--- config.mk ---
export PLATFORM = sky130hd
export DESIGN_NAME = axi_read_mux
export DESIGN_NICKNAME = d
export VERILOG_FILES = /design/src/rtl/axi_read_mux.sv
export SDC_FILE = /design/constraint.sdc
export NUM_CORES = 1
export LEC_CHECK = 0
export CORE_AREA = 2 2 182 184
export DETAILED_ROUTE_END_ITERATION = 10
export DIE_AREA = 0 0 184 186
export GPL_TIMING_DRIVEN = 0
export SYNTH_ARGS = -nofsm -noshare
export SYNTH_HDL_FRONTEND = slang
export SYNTH_SLANG_ARGS = --single-unit
--- constraint.sdc ---
create_clock -name ACLK -period 3.7 [get_ports ACLK]
set_clock_uncertainty 0.1 [all_clocks]
set_input_delay 0.555 -clock ACLK [delete_from_list [all_inputs] [get_ports ACLK]]
set_output_delay 0.555 -clock ACLK [all_outputs]
set_load 0.01 [all_outputs]
--- src/rtl/axi_read_mux.sv ---
// AXI read-path mux: one-hot grant selects a master's AR, registers it
// to the slave, then steers the R burst back to that master until RLAST.
module axi_read_mux #(
  parameter int ADDR_W = 32,
  parameter int DATA_W = 32,
  parameter int ID_W   = 4
) (
  input  logic              ACLK,
  input  logic              ARESET,
  input  logic              m0_rgrnt,
  input  logic              m1_rgrnt,
  input  logic              m2_rgrnt,
  input  logic              m3_rgrnt,
  input  logic [ID_W-1:0]   m0_ARID,
  input  logic [ADDR_W-1:0] m0_ARADDR,
  input  logic [7:0]        m0_ARLEN,
  input  logic [2:0]        m0_ARSIZE,
  input  logic [1:0]        m0_ARBURST,
  input  logic              m0_ARVALID,
  output logic              m0_ARREADY,
  input  logic [ID_W-1:0]   m1_ARID,
  input  logic [ADDR_W-1:0] m1_ARADDR,
  input  logic [7:0]        m1_ARLEN,
  input  logic [2:0]        m1_ARSIZE,
  input  logic [1:0]        m1_ARBURST,
  input  logic              m1_ARVALID,
  output logic              m1_ARREADY,
  input  logic [ID_W-1:0]   m2_ARID,
  input  logic [ADDR_W-1:0] m2_ARADDR,
  input  logic [7:0]        m2_ARLEN,
  input  logic [2:0]        m2_ARSIZE,
  input  logic [1:0]        m2_ARBURST,
  input  logic              m2_ARVALID,
  output logic              m2_ARREADY,
  input  logic [ID_W-1:0]   m3_ARID,
  input  logic [ADDR_W-1:0] m3_ARADDR,
  input  logic [7:0]        m3_ARLEN,
  input  logic [2:0]        m3_ARSIZE,
  input  logic [1:0]        m3_ARBURST,
  input  logic              m3_ARVALID,
  output logic              m3_ARREADY,
  output logic [ID_W-1:0]   m0_RID,
  output logic [DATA_W-1:0] m0_RDATA,
  output logic [1:0]        m0_RRESP,
  output logic              m0_RLAST,
  output logic              m0_RVALID,
  input  logic              m0_RREADY,
  output logic [ID_W-1:0]   m1_RID,
  output logic [DATA_W-1:0] m1_RDATA,
  output logic [1:0]        m1_RRESP,
  output logic              m1_RLAST,
  output logic              m1_RVALID,
  input  logic              m1_RREADY,
  output logic [ID_W-1:0]   m2_RID,
  output logic [DATA_W-1:0] m2_RDATA,
  output logic [1:0]        m2_RRESP,
  output logic              m2_RLAST,
  output logic              m2_RVALID,
  input  logic              m2_RREADY,
  output logic [ID_W-1:0]   m3_RID,
  output logic [DATA_W-1:0] m3_RDATA,
  output logic [1:0]        m3_RRESP,
  output logic              m3_RLAST,
  output logic              m3_RVALID,
  input  logic              m3_RREADY,
  output logic [ID_W-1:0]   s_ARID,
  output logic [ADDR_W-1:0] s_ARADDR,
  output logic [7:0]        s_ARLEN,
  output logic [2:0]        s_ARSIZE,
  output logic [1:0]        s_ARBURST,
  output logic              s_ARVALID,
  input  logic              s_ARREADY,
  input  logic [ID_W-1:0]   s_RID,
  input  logic [DATA_W-1:0] s_RDATA,
  input  logic [1:0]        s_RRESP,
  input  logic              s_RLAST,
  input  logic              s_RVALID,
  output logic              s_RREADY,
  output logic              m_RVALID,
  output logic              m_RLAST,
  output logic              busy,
  output logic              len_err
);

  typedef enum logic [1:0] {
    IDLE = 2'd0,
    ADDR = 2'd1,
    DATA = 2'd2
  } state_t;

  state_t state, state_nx;

  logic [1:0] owner;
  logic [7:0] beat;

  logic [3:0] rgrnt;
  logic [3:0] arvalid;
  logic [3:0] rready;
  logic [3:0] arready;
  logic [3:0] rvalid;

  logic [ID_W-1:0]   arid    [4];
  logic [ADDR_W-1:0] araddr  [4];
  logic [7:0]        arlen   [4];
  logic [2:0]        arsize  [4];
  logic [1:0]        arburst [4];

  logic [1:0] sel;
  logic       sel_vld;
  logic       ar_hs;
  logic       r_hs;
  logic       set_err;

  assign rgrnt   = {m3_rgrnt, m2_rgrnt, m1_rgrnt, m0_rgrnt};
  assign arvalid = {m3_ARVALID, m2_ARVALID, m1_ARVALID, m0_ARVALID};
  assign rready  = {m3_RREADY, m2_RREADY, m1_RREADY, m0_RREADY};

  assign arid[0]    = m0_ARID;
  assign arid[1]    = m1_ARID;
  assign arid[2]    = m2_ARID;
  assign arid[3]    = m3_ARID;
  assign araddr[0]  = m0_ARADDR;
  assign araddr[1]  = m1_ARADDR;
  assign araddr[2]  = m2_ARADDR;
  assign araddr[3]  = m3_ARADDR;
  assign arlen[0]   = m0_ARLEN;
  assign arlen[1]   = m1_ARLEN;
  assign arlen[2]   = m2_ARLEN;
  assign arlen[3]   = m3_ARLEN;
  assign arsize[0]  = m0_ARSIZE;
  assign arsize[1]  = m1_ARSIZE;
  assign arsize[2]  = m2_ARSIZE;
  assign arsize[3]  = m3_ARSIZE;
  assign arburst[0] = m0_ARBURST;
  assign arburst[1] = m1_ARBURST;
  assign arburst[2] = m2_ARBURST;
  assign arburst[3] = m3_ARBURST;

  assign m0_ARREADY = arready[0];
  assign m1_ARREADY = arready[1];
  assign m2_ARREADY = arready[2];
  assign m3_ARREADY = arready[3];
  assign m0_RVALID  = rvalid[0];
  assign m1_RVALID  = rvalid[1];
  assign m2_RVALID  = rvalid[2];
  assign m3_RVALID  = rvalid[3];

  assign m0_RID   = s_RID;
  assign m1_RID   = s_RID;
  assign m2_RID   = s_RID;
  assign m3_RID   = s_RID;
  assign m0_RDATA = s_RDATA;
  assign m1_RDATA = s_RDATA;
  assign m2_RDATA = s_RDATA;
  assign m3_RDATA = s_RDATA;
  assign m0_RRESP = s_RRESP;
  assign m1_RRESP = s_RRESP;
  assign m2_RRESP = s_RRESP;
  assign m3_RRESP = s_RRESP;
  assign m0_RLAST = s_RLAST;
  assign m1_RLAST = s_RLAST;
  assign m2_RLAST = s_RLAST;
  assign m3_RLAST = s_RLAST;

  assign busy = (state != IDLE);

  // lowest-index granted master wins when several grants are high
  always_comb begin
    sel     = 2'd0;
    sel_vld = 1'b1;
    if (rgrnt[0])      sel = 2'd0;
    else if (rgrnt[1]) sel = 2'd1;
    else if (rgrnt[2]) sel = 2'd2;
    else if (rgrnt[3]) sel = 2'd3;
    else               sel_vld = 1'b0;
  end

  // state register
  always_ff @(posedge ACLK or posedge ARESET) begin
    if (ARESET) state <= IDLE;
    else        state <= state_nx;
  end

  // next state, handshake steering and burst-length checking
  always_comb begin
    state_nx  = state;
    arready   = 4'b0000;
    rvalid    = 4'b0000;
    s_ARVALID = 1'b0;
    s_RREADY  = 1'b0;
    m_RVALID  = 1'b0;
    m_RLAST   = 1'b0;
    ar_hs     = 1'b0;
    r_hs      = 1'b0;
    set_err   = 1'b0;
    unique case (state)
      IDLE: begin
        if (sel_vld && !ARESET) begin
          arready[sel] = 1'b1;
          if (arvalid[sel]) begin
            ar_hs    = 1'b1;
            state_nx = ADDR;
          end
        end
      end
      ADDR: begin
        s_ARVALID = 1'b1;
        if (s_ARREADY) state_nx = DATA;
      end
      DATA: begin
        s_RREADY      = rready[owner];
        rvalid[owner] = s_RVALID;
        m_RVALID      = s_RVALID;
        m_RLAST       = s_RLAST;
        if (s_RVALID && rready[owner]) begin
          r_hs = 1'b1;
          if (s_RLAST) begin
            state_nx = IDLE;
            if (beat != s_ARLEN) set_err = 1'b1;
          end else if (beat == s_ARLEN) begin
            set_err = 1'b1;
          end
        end
      end
      default: state_nx = IDLE;
    endcase
  end

  // AR payload capture, owner/beat tracking, sticky length error
  always_ff @(posedge ACLK or posedge ARESET) begin
    if (ARESET) begin
      s_ARID    <= '0;
      s_ARADDR  <= '0;
      s_ARLEN   <= '0;
      s_ARSIZE  <= '0;
      s_ARBURST <= '0;
      owner     <= 2'd0;
      beat      <= 8'd0;
      len_err   <= 1'b0;
    end else begin
      if (ar_hs) begin
        s_ARID    <= arid[sel];
        s_ARADDR  <= araddr[sel];
        s_ARLEN   <= arlen[sel];
        s_ARSIZE  <= arsize[sel];
        s_ARBURST <= arburst[sel];
        owner     <= sel;
        beat      <= 8'd0;
      end else if (r_hs) begin
        beat <= beat + 8'd1;
      end
      if (set_err) len_err <= 1'b1;
    end
  end

endmodule

### After elaboration in Yosys (flattened, before gate mapping)

Cells that the tools add are included.

* input port bits: 251
* register bits: 62
* output and inout bits: 219

* $add $sub $neg: 1
* muxes and demuxes: 56
* bitwise operators: 2
* $lt $le $gt $ge: 5
* eq/ne operators: 9
* reduce and logical (&&, ||, !) cells: 9

Operator list (count)
* 32-bit binary-select mux with 2-bit select: 1
* 32-bit 2-to-1 mux: 2
* 8-bit 2-to-1 mux: 4
* 1-bit 2-to-1 mux: 22
* 2-bit 2-to-1 mux: 11
* 4-bit 2-to-1 mux: 5
* 8-bit binary-select mux with 2-bit select: 1
* 2-bit inequality test, second input constant: 5
* 8-bit by 1-bit adder with 8-bit output, second input constant: 1
* 4-bit binary-select mux with 2-bit select: 1
* 8-bit == test: 1
* 8-bit inequality test: 1
* 3-bit binary-select mux with 2-bit select: 1
* 2-bit by 3-bit < comparator with 1-bit output, second input constant: 2
* 3-bit 2-to-1 mux: 2
* 2-bit one-hot mux with 3 select lines: 1
* 5-bit AND reduction: 1
* 4-bit bitwise AND: 1
* 1-bit binary-select mux with 2-bit select: 2
* 2-bit binary-select mux with 2-bit select: 1
* 1-bit demux with 2-bit select: 2
* 2-bit by 1-bit greater-or-equal comparator with 1-bit output, second input constant: 2
* 1-bit logical AND: 4
* 2-bit nonzero test: 2
* 6 further kinds: 6

### Longest topological paths before layout

Gate-level depths: netlist (run 1).

* depth in word-level cells: 10
* gate-level depth with buffers: 7
* mapped depth without buffers: 5

### Worst setup path after synthesis (run 1)

Ideal clock, no wire load.

* path kind: input to output
* start point: in m0_rgrnt
* end point: out m3_ARREADY
* stages on the path: 4
* data arrival time: 1789 ps
* setup slack: 1256 ps
* data required time: 3045 ps
* cell sequence: clkbuf_1 > nor4b_1 > clkbuf_1 > nor2b_1

* word-level cells in the longest chain between the ends: 7

Ends and longest elaborated chain
* start, declared: RTL line 10 `input logic m0_rgrnt,`
* 2-bit 2-to-1 mux: RTL line 171 `if (rgrnt[0]) sel = 2'd0;`
* 2-bit by 3-bit < comparator with 1-bit output (implied by the code) or 2-bit by 1-bit greater-or-equal comparator with 1-bit output (tied branches): RTL line 199 `arready[sel] = 1'b1;`
* 1-bit logical AND (implied by the code): RTL line 199
* 1-bit 2-to-1 mux (implied by the code): RTL line 199
* 1-bit demux with 2-bit select: RTL line 199
* 4-bit 2-to-1 mux *: RTL line 198 `if (sel_vld && !ARESET) begin`
* 4-bit 2-to-1 mux *: RTL line 196 `unique case (state)`
* end, declared: RTL line 41 `output logic m3_ARREADY,`

Every way passes the cells marked *; elsewhere a longest branch is shown, timed or not.

### Worst setup path after layout (run 1)

Ends and elaborated chain as after synthesis.

==> results of run 1 <==
## registers in the layout, indices dropped and copies added (netlist names)
name       count
s_ARADDR      32
beat           8
s_ARLEN        8
s_ARID         4
s_ARSIZE       3
owner          2
s_ARBURST      2
state          2
len_err        1
## kinds of logic after synthesis
| family | Yosys count | share of synthesized area (%) |
|---|---|---|
| fa+ha+maj | 1 | 0.253 |
| mux | 52 | 12.0 |
| simple gates | 99 | 9.58 |
| flops | 62 | 31.3 |
| xor+xnor | 14 | 2.48 |
| compound gates | 109 | 16.7 |
| buf+inv | 197 | 27.6 |
## placed cells by master (no fill, tap or decap), types with 7 or more instances in the layout
cell,n
dfrtp_1,62
mux2_1,7
clkbuf_1,27
o21ai_0,51
clkdlybuf4s50_1,430
xor2_1,14
nor2b_1,7
buf_4,158
mux2_2,43
nor2_1,11
a222oi_1,49
nand2_1,52
clkbuf_16,9
## power breakdown
part	leakage [nW]	internal, mW	switching (mW)
sequential	0.768	0.974	0.208
combinational	3.34	1.28	0.750
clock	0.137	0.520	0.315
total	4.25	2.77	1.27
## per-layer routing
| layer | GRT usage, % | vias to the layer above |
|---|---|---|
| li1 | - | 2661 |
| met1 | 14.0 | 2586 |
| met2 | 25.3 | 343 |
| met3 | 3.89 | 37 |
| met4 | 6.27 | 0 |
| met5 | 0 | - |
## what timing repair did
| item | CTS | global route |
|---|---|---|
| resized for setup | 4 | 3 |
| buffers inserted | 0 | 1 |
| endpoints found under the setup margin | 2 | 3 |
| pin swaps | 0 | 1 |
## layout make-up
class	instances	area (um2)
clock buffers	12	236
inverters	6	25.0
repair buffers	432	4320
plain buffers	191	1350
flip-flops and latches	62	1550
fillers	3373	22100
well taps	408	510
clock inverters	4	47.5
multi-input cells	275	2050
## worst max path at each step
stage | slack, ns | to | from | depth (start not counted)
after floorplan | 1.26 | m3_ARREADY | m0_rgrnt | 4
after global placement | -0.87 | m3_ARREADY | m0_rgrnt | 6
after detailed placement | -0.63 | m2_ARREADY | m0_rgrnt | 6
after CTS | 0.001 | m3_ARREADY | m0_rgrnt | 6
after global routing | 0.14 | m1_ARREADY | m0_rgrnt | 6
final | 0.32 | m3_ARREADY | m0_rgrnt | 6
==> out/results.ini, run 1 <==
[floorplan]
ioPinCount = 470
die-width_um = 184
rows = 66
start_util_pct = 15.4
core_area_um2 = 32200
die_area_um2 = 34200
die_h_um = 186

[timing]
final_max_slew_viol_count = 0
setup_viol = 0
setup_tns_ns = 0
maxSlewHeadroom_pct = 44.1
hold-worst-slack_ns = 0.381
period_needed_ns = 3.38
timing_hold_violations_final = 0
rsz0062_at_grt = false
worstMarginPinSlew_ns = 0.838
timing.fmax_ghz = 0.296
fin_crit_sh_pct = 91.4
postLayoutSetupSlackWorst_ns = 0.320

[worst_setup_path]
slowest_stage = clkdlybuf4s50_1
path_cells = clkdlybuf4s50_1 > clkbuf_2 > nor4b_2 > clkbuf_2 > nor2b_1 > clkdlybuf4s50_1
path_buf_inv = 4
reg2reg_depth = 4
worstPathMaxFanout = 10
required_ns = 3.04
critical_path_class = input port to output pin
r2r_slack_ns = 1.37
cp.arrival_ns = 2.73
endpoint_kind = output pin
r2r_end = s_ARLEN[4]
path_delay_family = buffers and inverters
reg2reg_from = state[1]
start_kind = input port
max_stage_delay_ns = 0.56

[place]
dp_hpwl_um = 20900
place_ws_ns = -0.628
placed_cell_area_um2 = 9780
gp_congestion = 0.847
place_inst = 1373
port_buffers = 430

[yosys]
synth_edf_count = 0
syn_nets = 786
postSynth.asyncResetShare_pct = 100
synth-main-ff-cell = dfrtp_1
synth_seq_cells = 62
yosysUniqueCellTypes = 39
synthTopCellsByCount = buf_4, dfrtp_1, nand2_1
yosysTopAreaCellShare_pct = 31.3
synth.most_common_cell = buf_4
ys_warn_count = 0
synth.cell_area_um2 = 4950
syn_area_per_cell_um2 = 9.27
syn_inst = 534
synth.top_cells.by_area = dfrtp_1, buf_4, a222oi_1
ys_seq_area_share_pct = 31.3
synth_top_area_cell = dfrtp_1

[final_layout]
final_util_pct = 31.3
num-nets-final = 1229
syn_to_final_growth_pct = 104
final_cells = 1390
diodes = 0
drive_gt1_share_pct = 23.7
fin_area_um2 = 10100

[drt]
wl_per_cell_um = 17.7
routed_via_density = 4.05
wl_um = 24600
ant_nets = 0
num_vias = 5627
drt_pass1_iterations = 8
wl_met2_um = 12500
wl_met3_um = 2310
drc = 0
top_layer = met4
drtIter0Drc = 261
wl_met1_um = 8940

[global_routing]
grt_pass1_wl_um = 33700
antenna_found_initial = 0
grt_usage_pct = 13.5
grt_max_degree = 63
grt_pass1_vias = 5545
gr-total-overflow = 0

[worst_hold_path]
hold_class = flop to flop
whs_path_depth = 1
hold_end = s_ARADDR[26]
hold_start = s_ARADDR[26]

[power_and_ir_drop]
power_leakage_nw = 4.25
powerDensity_nw_per_um2 = 401
worst_ir_drop_vdd_mv = 0.196
p_total_mw = 4.04

[clocking]
cts.htree.levels = 3
cts.sinks = 62
cts.clk_slew.worst_paths_ns = 0.06
clk_path_buf_depth = 2
cts_buffers = 9
cts-root-buf = clkbuf_16
cts_tree = built
clock_latency_ns = 0.33
postCtsHoldBufs = 0

[run_status]
status = completed

[run]
cap_violations = 0

(Power assumes the default switching activity.)
==> run 2: changes to the inputs <==
- CORE_AREA: 2 2 182 184 -> 2 2 183 185
- DIE_AREA: 0 0 184 186 -> 0 0 185 187
==> run 2 against run 1 <==
Die area rose by 1.1%. Combinational power is essentially flat. Largest power group unchanged. Setup slack better by 0.012 ns. Fmax rose by 0.35%. Register-to-register slack barely moved. Critical path type unchanged. Count of clock-buffer cells in the layout fell by 2.
==> out/results.ini, run 2 (synthesized netlist as in run 1, its figures left out) <==
[floorplan]
die_h_um = 187  ; +0.54%
die_area_um2 = 34600  ; +1.1%
start_util_pct = 15.1  ; -0.31 points
die-width_um = 185  ; +0.54%
rows = 67  ; +1.5%
ioPinCount = 470  ; unchanged
core_area_um2 = 32900  ; +2.0%

[global_routing]
grt_pass1_wl_um = 34400  ; +1.9%
grt_pass1_vias = 5691  ; +2.6%
grt_usage_pct = 13.5  ; -0.046 points
grt_max_degree = 63  ; unchanged
antenna_found_initial = 1  ; +1
gr-total-overflow = 0  ; unchanged

[worst_setup_path]
required_ns = 3.04  ; about the same
critical_path_cell_count = 6  ; unchanged
path_delay_family = buffers and inverters
worstPathMaxFanout = 10  ; unchanged
start_kind = input port
path_cells = clkdlybuf4s50_1 > nor2b_1 > clkbuf_1 > clkbuf_1 > nor2b_1 > clkdlybuf4s50_1
max_stage_delay_ns = 0.56  ; about the same
critical_path_class = input port to output pin
reg2reg_depth = 4  ; unchanged
slowest_stage = clkdlybuf4s50_1
path_buf_inv = 4  ; unchanged
cp.arrival_ns = 2.71  ; -0.02 ns
endpoint_kind = output pin

[clocking]
cts.htree.levels = 3  ; unchanged
cts.clk_slew.worst_paths_ns = 0.05  ; about the same
cts.sinks = 62  ; unchanged
clock_latency_ns = 0.34  ; about the same
postCtsHoldBufs = 0  ; unchanged
cts_tree = built
cts-root-buf = clkbuf_16
clk_path_buf_depth = 2  ; unchanged
cts_buffers = 9  ; unchanged

[power_and_ir_drop]
powerDensity_nw_per_um2 = 395  ; -1.4%
power_leakage_nw = 4.25  ; about the same
worst_ir_drop_vdd_mv = 0.203  ; +3.6%
p_total_mw = 4.01  ; -0.94%

[final_layout]
regMostFlops = s_ARADDR
largest_reg_flops = 32  ; unchanged
num-nets-final = 1229  ; unchanged
diodes = 0  ; unchanged
top_regs = s_ARADDR (32), beat (8), s_ARLEN (8)
drive_gt1_share_pct = 24.0  ; +0.31 points
mostFrequentLayoutCells = clkdlybuf4s50_1, buf_4, dfrtp_1
syn_to_final_growth_pct = 105
mostFrequentLayoutCell = clkdlybuf4s50_1

[drt]
wl_um = 24600  ; about the same
drtIter0Drc = 285  ; +9.2%
routed_via_density = 3.93  ; -3.0%
drt_pass1_iterations = 6  ; -2
wl_per_cell_um = 17.2  ; -2.8%
drc = 0  ; unchanged
ant_nets = 0  ; unchanged
num_vias = 5617  ; -0.18%

[timing]
timing.fmax_ghz = 0.297  ; +0.35%
final_max_slew_viol_count = 0  ; unchanged
timing_hold_violations_final = 0  ; unchanged
setup_viol = 0  ; unchanged
period_needed_ns = 3.37  ; -0.0119 ns
rsz0062_at_grt = false
hold-worst-slack_ns = 0.383  ; +0.00133 ns
maxSlewHeadroom_pct = 44.0  ; -0.12 points
fin_crit_sh_pct = 91.0  ; -0.32 points
worstMarginPinSlew_ns = 0.840  ; +0.00173 ns

[run]
cap_violations = 0  ; unchanged

[worst_hold_path]
hold_class = flop to flop
whs_path_depth = 1  ; unchanged

[place]
port_buffers = 430  ; unchanged
gp_congestion = 0.829  ; -2.1%
dp_hpwl_um = 20600  ; -1.4%

[run_status]
status = completed

[run 2: cell count changes in the layout (fill, tap and decap cells not counted)]
cell and change:
clkinv_2 +1, buf_4 +1, clkbuf_8 +1, nor4b_2 -1
nor4b_4 +1, bufinv_16 -1, clkinvlp_4 +2, clkdlybuf4s18_2 -1
clkbuf_1 -3
[run 2: final timing paths]
path / start / to / slack [ns]
worst min register to register: s_ARADDR[26] / s_ARADDR[26] / 0.38
worst max register to register: state[1] / s_ARADDR[1] / 1.36
worst max-delay path: m0_rgrnt / m1_ARREADY / 0.33
max in group asynchronous: ARESET / s_ARID[1] / 2.29
worst min-delay path: s_ARADDR[26] / s_ARADDR[26] / 0.38
min in group asynchronous: ARESET / s_ARADDR[9] / 0.66
[run 2: metal layers]
| layer | global-route usage, % | wire, um | vias up |
|---|---|---|---|
| met3 | 3.12 | 2030 | 33 |
| met5 | 0 | 0 | - |
| li1 | - | - | 2662 |
| met4 | 5.40 | 740 | 0 |
| met2 | 25.8 | 12800 | 315 |
| met1 | 13.9 | 9000 | 2607 |
[run 2: metrics by stage]
step | cell area, um2 | setup slack [ns] | util (%) | instances | setup TNS, ns
2_1_floorplan | 4950 | 1.26 | - | 534 | 0
3_3_place_gp | 9820 | -0.883 | 29.9 | 1412 | -6.68
3_5_place_dp | 9820 | -0.868 | 29.9 | 1412 | -6.95
4_1_cts | 10100 | 0.274 | 30.9 | 1430 | 0
5_1_grt | 10100 | 0.157 | 30.9 | 1430 | 0
6_report | 10100 | 0.332 | 30.9 | 1430 | 0
[run 2: power breakdown]
group          leakage (nW)  switching [mW]  total, mW  internal [mW]
logic                  3.35           0.754       2.03           1.28
clock network         0.130           0.330      0.798          0.468
registers             0.768           0.204       1.18          0.974
total                  4.25            1.29       4.01           2.72
[run 2: area by class of cell]
cell class	instances	area, um2
inverter	6	25.0
timing repair buffer	432	4320
sequential	62	1550
multi-input combinational	275	2060
tap	448	561
clock buffer	10	239
buffer	191	1350
clock inverter	6	37.5
fill	3499	22700
[run 2: worst register-to-register path, delay by kind of cell (launching register included)]
kind / cells / cell delay, ns
compound gates: 1 / 0.57
flops: 1 / 0.41
simple gates: 1 / 0.55
mux: 1 / 0.35
buf+inv: 1 / 0.26
[run 2: timing repair]
| action | CTS | global route |
|---|---|---|
| setup buffers | 2 | 0 |
| hold endpoints to repair | 0 | 0 |
| endpoints found under the setup margin | 9 | 0 |
| gates resized for setup | 7 | 0 |
